<file path="config.mk">
export PLATFORM = sky130hd
export DESIGN_NAME = fetch_queue
export DESIGN_NICKNAME = d
export VERILOG_FILES = /design/src/rtl/fetch_queue.sv
export SDC_FILE = /design/constraint.sdc
export NUM_CORES = 1
export LEC_CHECK = 0
export BUFFER_PORTS_ARGS = -buffer_cell sky130_fd_sc_hd__buf_4
export CAP_MARGIN = 20
export CORE_ASPECT_RATIO = 0.5
export CORE_UTILIZATION = 45
export CTS_BUF_LIST = sky130_fd_sc_hd__clkbuf_2
export DETAILED_ROUTE_END_ITERATION = 7
export GPL_TIMING_DRIVEN = 0
export PLACE_DENSITY = 0.73
export REMOVE_ABC_BUFFERS = 1
export SYNTH_ARGS = -nofsm -noshare
export SYNTH_HDL_FRONTEND = slang
export SYNTH_SLANG_ARGS = --single-unit
</file>
<file path="constraint.sdc">
create_clock -name clk -period 3.8 [get_ports clk]
set_input_delay 0.76 -clock clk [delete_from_list [all_inputs] [get_ports clk]]
set_output_delay 0.76 -clock clk [all_outputs]
set_load 0.005 [all_outputs]
</file>
<file path="src/rtl/fetch_queue.sv">
// fetch_queue
//   Instruction fetch front-end for the pipelined datapath. It owns the fetch
//   PC and issues in-order requests to a variable-latency instruction memory.
//   Returned words are buffered with their PCs in a circular queue. The oldest
//   entry is presented to the IF/ID register. After a taken branch or jump
//   from Execute, responses still in flight for the old stream are dropped.
//
//   Optional feature macro: FETCH_QUEUE_BYPASS_EN
//     When defined, a response for an empty head is forwarded combinationally
//     to instF/PCF/validF in the same cycle (0-cycle response latency).
//     When undefined, outputs depend only on queue state (1-cycle latency).
//
//   Ports
//     clk, reset            rising-edge clock, async active-low reset
//     imem_req_valid/ready  request handshake; imem_req_addr is word aligned
//     imem_rsp_valid/data   in-order responses, always accepted
//     redirect_valid/pc     taken branch/jump from Execute
//     stallF                consumer stall; the head is held while high
//     instF, PCF, PCPlus4F  head instruction, its PC and PC+4
//     validF                head entry holds a deliverable instruction
//     fetch_stall           ~validF, to the hazard unit
module fetch_queue #(
  parameter int unsigned DEPTH    = 4,
  parameter logic [31:0] RESET_PC = 32'h0000_0000
) (
  input  logic        clk,
  input  logic        reset,
  output logic        imem_req_valid,
  output logic [31:0] imem_req_addr,
  input  logic        imem_req_ready,
  input  logic        imem_rsp_valid,
  input  logic [31:0] imem_rsp_data,
  input  logic        redirect_valid,
  input  logic [31:0] redirect_pc,
  input  logic        stallF,
  output logic [31:0] instF,
  output logic [31:0] PCF,
  output logic [31:0] PCPlus4F,
  output logic        validF,
  output logic        fetch_stall
);

  localparam int unsigned PW  = $clog2(DEPTH);
  localparam int unsigned CW  = $clog2(DEPTH + 1);
  localparam int unsigned CW1 = CW + 1;
  localparam logic [CW:0]   DEPTH_W = CW1'(DEPTH);
  localparam logic [CW-1:0] ZERO_C  = CW'(1'b0);
  localparam logic [CW-1:0] ONE_C   = CW'(1'b1);
  localparam logic [31:0]   NOP_C   = 32'h0000_0013;

  // Pointer advance; DEPTH is a power of two so the wrap is free.
  function automatic logic [PW-1:0] ptr_inc(input logic [PW-1:0] p);
    return p + PW'(1'b1);
  endfunction

  logic [31:0]    pc_mem_r   [DEPTH];
  logic [31:0]    inst_mem_r [DEPTH];
  logic [DEPTH-1:0] filled_r;
  logic [PW-1:0]  head_r, fill_r, tail_r;
  // pend_r counts current-stream requests still awaiting their response.
  logic [CW-1:0]  alloc_r, discard_r, pend_r;
  logic [31:0]    fetch_pc_r;
  // run_r keeps the request port quiet while reset is applied.
  logic           run_r;

  logic [CW:0]    occ_s;
  logic [CW-1:0]  in_flight_s, redir_discard_s;
  logic           req_valid_s, issue_s, drop_s, keep_s;
  logic           head_filled_s, bypass_s, valid_s, pop_s;
  logic [31:0]    head_inst_s, head_pc_s;

  // Per-cycle decisions: issue, response routing, bypass and pop.
  always_comb begin
    occ_s         = {1'b0, alloc_r} + {1'b0, discard_r};
    req_valid_s   = run_r & ~redirect_valid & (occ_s < DEPTH_W);
    issue_s       = req_valid_s & imem_req_ready;
    drop_s        = imem_rsp_valid & (discard_r != ZERO_C);
    // A response arriving with a redirect belongs to the old stream.
    keep_s        = imem_rsp_valid & (discard_r == ZERO_C) & ~redirect_valid;
    head_filled_s = filled_r[head_r];
`ifdef FETCH_QUEUE_BYPASS_EN
    bypass_s      = ~head_filled_s & keep_s & (fill_r == head_r) & (pend_r != ZERO_C);
`else
    bypass_s      = 1'b0;
`endif
    valid_s       = head_filled_s | bypass_s;
    pop_s         = valid_s & ~stallF & ~redirect_valid;
    // On redirect every outstanding request becomes stale, less the one
    // whose response is being absorbed this very cycle.
    in_flight_s   = discard_r + pend_r;
    if (imem_rsp_valid && (in_flight_s != ZERO_C)) begin
      redir_discard_s = in_flight_s - ONE_C;
    end else begin
      redir_discard_s = in_flight_s;
    end
  end

`ifdef FETCH_QUEUE_BYPASS_EN
  assign head_inst_s = head_filled_s ? inst_mem_r[head_r] : imem_rsp_data;
`else
  assign head_inst_s = inst_mem_r[head_r];
`endif
  assign head_pc_s      = pc_mem_r[head_r];
  assign instF          = valid_s ? head_inst_s : NOP_C;
  assign PCF            = valid_s ? head_pc_s : 32'h0000_0000;
  assign PCPlus4F       = PCF + 32'd4;
  assign validF         = valid_s;
  assign fetch_stall    = ~valid_s;
  assign imem_req_valid = req_valid_s;
  assign imem_req_addr  = fetch_pc_r;

  // Queue payload storage; its contents only matter where filled_r says so.
  always_ff @(posedge clk) begin
    if (issue_s) begin
      pc_mem_r[tail_r] <= fetch_pc_r;
    end
    if (keep_s) begin
      inst_mem_r[fill_r] <= imem_rsp_data;
    end
  end

  // Control state: pointers, counters, filled flags and the fetch PC.
  always_ff @(posedge clk or negedge reset) begin
    if (!reset) begin
      run_r      <= 1'b0;
      fetch_pc_r <= RESET_PC;
      head_r     <= {PW{1'b0}};
      fill_r     <= {PW{1'b0}};
      tail_r     <= {PW{1'b0}};
      filled_r   <= {DEPTH{1'b0}};
      alloc_r    <= ZERO_C;
      discard_r  <= ZERO_C;
      pend_r     <= ZERO_C;
    end else begin
      run_r <= 1'b1;
      if (redirect_valid) begin
        head_r     <= tail_r;
        fill_r     <= tail_r;
        filled_r   <= {DEPTH{1'b0}};
        alloc_r    <= ZERO_C;
        pend_r     <= ZERO_C;
        discard_r  <= redir_discard_s;
        fetch_pc_r <= redirect_pc & ~32'h0000_0003;
      end else begin
        if (issue_s) begin
          tail_r           <= ptr_inc(tail_r);
          fetch_pc_r       <= fetch_pc_r + 32'd4;
          filled_r[tail_r] <= 1'b0;
        end
        if (keep_s) begin
          fill_r           <= ptr_inc(fill_r);
          // A bypassed word that pops immediately never occupies the queue.
          filled_r[fill_r] <= ~(bypass_s & pop_s);
        end
        if (pop_s) begin
          head_r           <= ptr_inc(head_r);
          filled_r[head_r] <= 1'b0;
        end
        alloc_r   <= alloc_r + CW'(issue_s) - CW'(pop_s);
        pend_r    <= pend_r + CW'(issue_s) - CW'(keep_s);
        discard_r <= discard_r - CW'(drop_s);
      end
    end
  end

endmodule
</file>
Word-level counts from Yosys, hierarchy flattened
Memory sizes are Yosys's and may differ from the RTL's.
Index checks and enable logic that the tools add are counted.
{"block": "op_classes", "add_sub_neg": 13, "n_lt_le_gt_ge": 7, "mux": 30, "bitwise_logic": 16, "n_reduce_logical": 11}
{"operator": "$mux 32", "count": 4}
{"operator": "$add 32x3->32 const B", "count": 2}
{"operator": "$mux 4", "count": 6}
{"operator": "$mux 3", "count": 4}
{"operator": "$lt 2x3->1 const B", "count": 3}
{"operator": "$sub 3x1->3", "count": 3}
{"operator": "$and 1x1->1", "count": 8}
{"operator": "$and 4x4->4", "count": 2}
{"operator": "$mux 1", "count": 8}
{"operator": "$mux 2", "count": 4}
{"operator": "$not 4->4", "count": 2}
{"operator": "$add 2x1->2 const B", "count": 3}
{"operator": "$add 3x1->3", "count": 2}
{"operator": "$demux 1 s2", "count": 3}
{"operator": "$ge 2x1->1 const B", "count": 3}
{"operator": "$reduce_bool 2->1", "count": 3}
{"operator": "$reduce_bool 3->1", "count": 2}
{"operator": "$add 3x3->4", "count": 1}
{"operator": "$logic_and 1x1->1", "count": 4}
{"operator": "$lt 4x3->1 const B", "count": 1}
{"operator": "$or 4x4->4", "count": 1}
{"operator": "$add 3x3->3", "count": 1}
{"operator": "$logic_not 3->1", "count": 1}
{"operator": "$not 1->1", "count": 3}
{"operator": "other kinds (3)", "count": 3}
{"block": "totals", "regBits": 52, "ram_bits": 256, "n_memories": 2}
{"name": "inst_mem_r", "depth": 4, "width": 32, "rd": 1, "rd_clocked_by_memory_dff": 0, "wr": 1, "line": "57", "text": "logic [31:0] inst_mem_r [DEPTH];"}
{"name": "pc_mem_r", "depth": 4, "width": 32, "rd": 1, "rd_clocked_by_memory_dff": 0, "wr": 1, "line": "56", "text": "logic [31:0] pc_mem_r [DEPTH];"}

Longest topological paths before layout
Gate-level depths: netlist (run 1).
{"block": "depth", "depth_word": 14, "mapped_depth": 14, "depth_no_buf": 12}

Worst setup path after synthesis (run 1)
Ideal clock, no wire load.
{"block": "synth_timing", "kind": "reg2out", "from": "register head_r[0]", "to": "output port PCPlus4F[22]", "arrival_ns": 2.574, "path_slack_ns": 0.466, "path_stages_with_launch": 14, "n_path_buf": 3, "cell_sequence": "dfrtp_1 -> buf_6 -> inv_1 -> nand2_1 -> o21ai_2 -> inv_1 -> buf_6 -> clkbuf_1 -> and2_1 -> ha_1 -> nand3_1 -> nor4_4 -> nand4_1 -> xnor2_1"}
{"block": "synth_between", "elab_chain_len": 4, "word_cells_on_any_way": 5, "classes_between": "1 x add/sub; 3 x mux; 1 x memory"}
{"item": "start, declared", "line": "59", "text": "logic [PW-1:0] head_r, fill_r, tail_r;"}
{"item": "start signal, assigned", "line": "127", "text": "head_r <= {PW{1'b0}};"}
{"item": "start signal, assigned", "line": "137", "text": "head_r <= tail_r;"}
{"item": "start signal, assigned", "line": "156", "text": "head_r <= ptr_inc(head_r);"}
{"item": "$bmux 1 s2", "line": "80", "text": "head_filled_s = filled_r[head_r];"}
{"item": "$mux 1 (not written as such)", "line": "80"}
{"item": "$mux 32 *", "line": "105", "text": "assign PCF = valid_s ? head_pc_s : 32'h0000_0000;"}
{"item": "via PCF[3]", "line": "37", "text": "output logic [31:0] PCF,"}
{"item": "$add 32x3->32 *", "line": "106", "text": "assign PCPlus4F = PCF + 32'd4;"}
{"item": "end, declared", "line": "38", "text": "output logic [31:0] PCPlus4F,"}
The timed path passes the listed nets; every way through them passes the cells marked *. The select of a mux whose other input is x is not followed.

Worst setup path after layout (run 1)
{"block": "layout_timing", "from": "register head_r[1]", "to": "output port PCPlus4F[30]"}
{"block": "layout_between", "elab_chain_len": 4, "word_cells_on_any_way": 5, "classes_between": "1 x add/sub; 3 x mux; 1 x memory"}
{"item": "$bmux 1 s2", "line": "80"}
{"item": "$mux 1 (not written as such)", "line": "80"}
{"item": "$mux 32 *", "line": "105"}
{"item": "$add 32x3->32 *", "line": "106"}
Every way passes the cells marked *; elsewhere a longest branch is shown, timed or not. The select of a mux whose other input is x is not followed.

==> flow_summary_export.csv, run 1 <==
group,metric,value,unit
grt,grt_pass1_wl,50880,um
die,io_pins,201,
power_and_ir_drop,p_sw_share,33.33,%
timing,setup_tns,-5.832,ns
timing,fmax,0.2433,GHz
synth,synth_cell_type_count,68,
critical_path,worst_ep_required_time,3.04,ns
clock_network,cts_tree,"done",
placement,dp_hpwl,20350,um
clock_network,clk_pin_slew,0.11,ns
clock_network,cts_num_sinks,298,
synth,yosys_warnings,0,
timing,max-slew-margin-rel,39.52,%
grt,gr-usage-all-layers,22.49,%
cells_and_area,drive_gt1_share,42.00,%
run_status,violations,"setup timing",
synth,synth_seq_cells,298,
synth,yosysTopAreaCell,"edfxtp_1",
clock_network,clock_latency,0.89,ns
timing,tightest_slew,0.9062,ns
synth,synth_top_flop_cell,"edfxtp_1",
clock_network,htree_levels,3,
synth,yosysMostFrequentCell,"edfxtp_1",
timing,fin_crit,4.110,ns
grt,overflow,0,
critical_path,path_max_fanout,5,
timing,setup_viol,39,
route,first_pass_iters,5,
timing,timing_hold_violations_final,0,
clock_network,root_buffer,"clkbuf_2",
synth,synth_area_per_cell,15.61,sq um
synth,yosys-top-cells-area,"edfxtp_1 (56%), dfrtp_1 (9.4%), mux4_2 (7.9%)",
power_and_ir_drop,p_int,0.007118,W
worst_hold_path,hold_class,"in -> reg",
die,coreArea,29070,sq um
power_and_ir_drop,seq_power_share,38.1,%
die,start_util,45.96,%
route,drt-initial-drc-count,751,
critical_path,slowest_stage,"dfrtp_4",
timing,rsz0062_at_grt,"true",
timing,finClkSkew,0.08574,ns
cells_and_area,design_area,17120,sq um
timing,slew_violations,0,
synth,async_flop_share,16.78,%
critical_path,max_stage_delay,0.53,ns
die,fp.dieArea,30430,sq um
placement,port_buffers,192,
die,rows,44,
cells_and_area,nNetsFinal,1244,
synth,yosysSeqAreaShare,65.11,%
placement,place_area,15320,sq um
placement,pre_cts_ws,-1.425,ns
synth,synth_top_area_share,55.74,%
synth,syn_inst,856,
power_and_ir_drop,p_switching,0.003559,W
power_and_ir_drop,leakagePower,6.803,nW
power_and_ir_drop,power.density,623.8,nW/um^2
route,routed_via_density,5.538,
die,die-height,123.8,um
critical_path,cpMostUsedCell,"buf_16",
critical_path,path_cells,"buf_16 -> mux2_4 -> o21ai_4 -> bufinv_16 -> buf_12 -> buf_16 -> and4_4 -> buf_6 -> and3_4 -> nand4_1 -> xnor2_1 -> buf_4",
clock_network,cts-buffers-inserted,69,
die,die_x,245.7,um
grt,grt_pass1_vias,8888,
route,vias,8822,
cells_and_area,syn2layout_area_growth,28.12,%
grt,antenna_found_initial,1,
job,drv_cap,0,
route,totalWireLength,34370,um
route,ant_nets,0,
placement,globalplace.congestion,0.8316,
route,drc,0,
timing,min_period_over_period,108.2,%
synth,netlist_area,13360,sq um
power_and_ir_drop,clkPwrFrac,19.3,%
run_status,status,"finished, violations left",
power_and_ir_drop,power_frac_comb,42.6,%
critical_path,cp.arrival,3.35,ns
power_and_ir_drop,vdd_drop_max,0.2953,mV
clock_network,cts_buffer_depth,3,
timing,fin_ws,-0.3099,ns
critical_path,path_class,"reg -> out",
grt,grt_max_degree,58,
critical_path,end_kind,"output port",
cells_and_area,postLayoutCoreUtil,58.89,%
cells_and_area,fillers,2229,
critical_path,worst_setup_path_start_kind,"register",
synth,synth-edff-count,248,
route,wl_per_cell,21.57,um
synth,synth_common_cells,"edfxtp_1 (248), and2_1 (62), nand2_1 (58)",
path summary, 6_finish.rpt:
kind / cells after the start / end / startpoint / slack [ns]
setup reg to reg: 11 / pend_r[2] / discard_r[2] / 0.49
max in group asynchronous: 2 / imem_req_addr[3] / reset / 2.81
hold reg to reg: 2 / pend_r[0] / pend_r[0] / 0.64
hold / removal: 3 / imem_req_addr[9] / redirect_pc[9] / 0.09
setup / recovery: 12 / PCPlus4F[30] / head_r[1] / -0.31
min in group asynchronous: 2 / imem_req_addr[31] / reset / 0.46
layer usage:
metal  GRT usage (%)  share of wire, %
met5               0                 0
met2           37.41                50
met1           29.19                41
met4           9.589               2.9
met3           4.460               5.7
cells in the final DEF, fill, tap and decap left out, types with 5 or more instances in the layout:
master,Yosys,final
buf_12,1,6
xor2_1,18,18
o21ai_0,31,31
and3_1,13,12
a221o_1,5,5
inv_1,29,25
nor2_1,29,28
and2_1,62,26
bufbuf_16,0,5
clkbuf_2,1,106
clkinv_1,2,12
buf_6,3,24
nand3_1,27,21
buf_16,0,12
nor2b_1,5,5
nor4_1,10,7
dfrtp_1,50,48
and2_2,4,7
conb_1,2,7
o311ai_0,8,8
dlygate4sd3_1,0,9
a31oi_1,6,6
mux4_2,47,50
buf_4,9,200
mux4_1,15,12
ha_1,24,23
xnor2_1,25,21
nand4_1,19,19
and2_4,0,33
a211oi_1,5,5
edfxtp_1,248,248
nand2_1,58,52
a21oi_1,8,8
mux2i_1,5,5
what timing repair did:
action,in CTS,in global routing
hold endpoints to repair,75,2
setup endpoints to repair,117,67
pin swaps,21,23
setup buffers,32,5
gates resized for setup,107,26
hold buffers,8,1
cloned,11,1
kinds of logic (layout without fill, tap and decap cells):
group / count (synthesis) / in the layout / share of synthesized area (%)
flops: 298 / 298 / 65.11
simple gates: 260 / 261 / 11.04
compound gates: 81 / 81 / 4.018
buf+inv: 77 / 415 / 2.931
mux: 68 / 68 / 11.33
xor+xnor: 43 / 43 / 2.819
fa+ha+maj: 27 / 27 / 2.697
other cells: 2 / 9 / 0.05621
power groups by stage:
stage | registers [W] | clock network, W | logic, W
after floorplan | 0.00425 | 0 | 0.00176
after global placement | 0.00444 | 0 | 0.00298
after detailed placement | 0.00424 | 0 | 0.00326
after CTS | 0.00406 | 0.00211 | 0.00444
after global routing | 0.00410 | 0.00227 | 0.00487
final | 0.00406 | 0.00206 | 0.00455
stage by stage:
stage          power, W  instances  hold slack [ns]
2_1_floorplan  0.006010        815           0.4644
3_3_place_gp   0.007420       1398           0.5906
3_5_place_dp   0.007498       1410           0.6050
4_1_cts         0.01061       1584         0.001970
5_1_grt         0.01124       1592         0.001287
6_report        0.01068       1593          0.09202
sequential cells by signal (all words and copies together) (netlist names), 3 cells and up:
signal and cells:
alloc_r 3, pc_mem_r 120, pend_r 3, imem_req_addr 30, filled_r 4, inst_mem_r 128
discard_r 3
final cells by class:
cell class                      count  area, sq um  share of cell area (%)
Antenna cell                        2        5.005                 0.02924
Clock buffer                      105        525.5                   3.070
Clock inverter                     19        102.6                  0.5994
Inverter                           31        153.9                  0.8991
Multi-Input combinational cell    487         4607                   26.91
Sequential cell                   298         8706                   50.86
Tap cell                          391        489.2                   2.858
Timing Repair Buffer              259         2520                   14.72
Timing Repair inverter              1        8.758                 0.05117
worst max-delay path: cells and delay by family (launching register included):
kind	cells	cell delay (ns)
AO/OA/AOI/OAI	1	0.15
AND/OR/NAND/NOR	3	0.46
buffers and inverters	6	0.89
XOR/XNOR	1	0.14
flip-flops	1	0.53
multiplexers	1	0.31
No activity file was read; power rests on OpenSTA's default activity.
==> run 2: changes to the inputs <==
==> constraint.sdc (replaced) <==
create_clock -name clk -period 3.8 [get_ports clk]
set_input_delay 0.19 -clock clk [delete_from_list [all_inputs] [get_ports clk]]
set_output_delay 0.19 -clock clk [all_outputs]
set_load 0.005 [all_outputs]
==> run 2 against run 1 <==
  * The run now ends clean
  * Register-to-register slack worse by 0.21 ns
  * Sequential power hardly changed
  * Count of clock-buffer cells in the layout stayed put
  * Die area stayed put
  * Critical path depth is 1 higher
  * Final cell count is 5.4% higher
  * Wire length is 0.16% lower
  * Via count is 4.3% higher
  * Cell area is 2.7% higher
  * Critical endpoint is now PCPlus4F[12]
  * Largest cell class unchanged
==> flow_summary_export.csv, run 2 (synthesized netlist as in run 1, its figures left out) <==
group,metric,value,unit
run_status,status,"finished clean",
clock_network,htree_levels,3,
clock_network,clk_pin_slew,0.13,ns
timing,fmax,0.2712,GHz
clock_network,cts_tree,"done",
die,die_x,245.7,um
timing,holdWs,0.08881,ns
critical_path,reg2reg_depth,8,
critical_path,rrSetupSlack,0.28,ns
route,ant_nets,0,
critical_path,worst_setup_path_start_kind,"register",
cells_and_area,fillers,2236,
critical_path,cp.arrival,3.50,ns
cells_and_area,final_cell_mix,"edfxtp_1 (248), buf_4 (204), dlygate4sd3_1 (123)",
route,totalWireLength,34310,um
critical_path,r2r_end,"imem_req_addr[24]",
cells_and_area,layout.area.seq,8706,sq um
route,drc,0,
cells_and_area,nNetsFinal,1330,
cells_and_area,postLayoutCoreUtil,60.46,%
critical_path,critPathLaunch,"head_r[0]",
route,routed_via_density,5.482,
cells_and_area,layout_commonest_cell,"edfxtp_1",
cells_and_area,drive_gt1_share,32.81,%
grt,grt_pass1_wl,51450,um
cells_and_area,syn2layout_area_growth,31.54,%
worst_hold_path,hold_class,"in -> reg",
grt,grt_pass1_vias,9227,
job,drv_cap,0,
timing,tightest_slew,0.8971,ns
grt,antenna_found_initial,2,
critical_path,worst_ep_required_time,3.61,ns
timing,slew_violations,0,
timing,timing_hold_violations_final,0,
clock_network,cts_num_sinks,298,
placement,port_buffers,192,
critical_path,r2r_start,"discard_r[2]",
die,start_util,45.96,%
critical_path,cp-endpoint,"PCPlus4F[12]",
clock_network,cts_buffer_depth,3,
critical_path,end_kind,"output port",
timing,max-slew-margin-rel,40.13,%
power_and_ir_drop,leakagePower,6.910,nW
cells_and_area,final_cells,1679,
timing,rsz0062_at_grt,"true",
grt,overflow,0,
clock_network,clock_latency,0.90,ns
die,die-height,123.8,um
power_and_ir_drop,vdd_drop_max,0.3682,mV
route,first_pass_iters,5,
timing,finClkSkew,0.09064,ns
clock_network,root_buffer,"clkbuf_2",
grt,grt_max_degree,58,
timing,fin_crit,3.688,ns
timing,setup_viol,0,
power_and_ir_drop,power.density,571.5,nW/um^2
cells_and_area,largest_reg_flops,128,
die,fp.dieArea,30430,sq um
clock_network,cts-buffers-inserted,69,
placement,dp_cells,1410,
cells_and_area,regMostFlops,"inst_mem_r",
critical_path,path_class,"reg -> out",
placement,globalplace.congestion,0.8316,
cells_and_area,multi_input_area,4360,sq um
timing,min_period_over_period,97.05,%
die,rows,44,
die,coreArea,29070,sq um
critical_path,path_max_fanout,11,
placement,dp_hpwl,20350,um
route,vias,9204,
power_and_ir_drop,power,0.01004,W
route,wl_per_cell,20.44,um
grt,gr-usage-all-layers,22.54,%
die,io_pins,201,
route,drt-initial-drc-count,735,
-- run 2: cell types whose count changed in the layout (fill, tap and decap cells not counted), moves of 4 or more --
cell,previous run,this run
nand2_1,52,58
and2_1,26,57
xnor2_1,21,25
xnor2_2,4,0
and2_4,33,1
buf_16,12,8
buf_4,200,204
dlygate4sd3_1,9,123
buf_6,24,1
nand2_2,4,0
-- run 2: area by class of cell --
| cell class | instances | area share, % |
|---|---|---|
| Tap cell | 391 | 2.784 |
| Timing Repair inverter | 1 | 0.04984 |
| Antenna cell | 2 | 0.02848 |
| Timing Repair Buffer | 346 | 18.38 |
| Clock inverter | 19 | 0.5838 |
| Multi-Input combinational cell | 486 | 24.81 |
| Sequential cell | 298 | 49.54 |
| Inverter | 31 | 0.8401 |
| Clock buffer | 105 | 2.990 |
-- run 2: stage by stage --
stage	setup TNS [ns]	instance area, sq um	setup WS (ns)
final	0	17570	0.1120
after detailed placement	-15.96	15320	-1.067
after global routing	-0.03660	17570	-0.03660
after floorplan	-73.94	13100	-1.659
after CTS	0	17520	0.01780
after global placement	-328.72	15030	-4.494
-- run 2: worst max-delay path, stage by stage (launching register included) --
cell	delay [ns]
dfrtp_4	0.48
buf_16	0.17
inv_1	0.14
nand2_1	0.14
o21ai_4	0.08
bufinv_16	0.21
nand2_4	0.08
inv_1	0.11
ha_2	0.21
nand3_4	0.14
nor3_4	0.34
and3_1	0.22
xor2_1	0.16
buf_4	0.13
-- run 2: per-layer routing --
layer  global-route usage (%)  routed length [um]  up-vias
li1                         -                   -     4091
met1                    28.57               13840     4649
met2                    38.01               17350      379
met3                    4.654                2048       85
met4                    9.899                1070        0
met5                        0                   0        -
-- run 2: worst min-delay path by stage --
| stage | slack [ns] | cells past startpoint | start | endpoint |
|---|---|---|---|---|
| 6_report | 0.09 | 2 | imem_rsp_data[8] | inst_mem_r[0][8] |
| 5_1_grt | 0.008 | 2 | imem_rsp_data[29] | inst_mem_r[2][29] |
| 4_1_cts | 0.00001 | 2 | imem_rsp_data[9] | inst_mem_r[3][9] |
| 3_5_place_dp | 0.27 | 1 | reset | pend_r[1] |
| 3_3_place_gp | 0.26 | 1 | reset | pend_r[2] |
| 2_1_floorplan | -0.11 | 0 | reset | alloc_r[0] |
-- run 2: timing repair --
item / CTS / global route
hold buffers: 124 / 0
buffers inserted: 12 / 2
endpoints found under the setup margin: 85 / 18
pin swaps: 3 / 5
endpoints found under the hold margin: 227 / 0
resized for setup: 14 / 7
cloned: 5 / 0
-- run 2: report_power, final --
group	switching (W)	total, W	internal (W)
Combinational	0.00185	0.00392	0.00206
Clock	0.00126	0.00206	0.000802
Sequential	0.000247	0.00406	0.00382
Total	0.00336	0.0100	0.00668
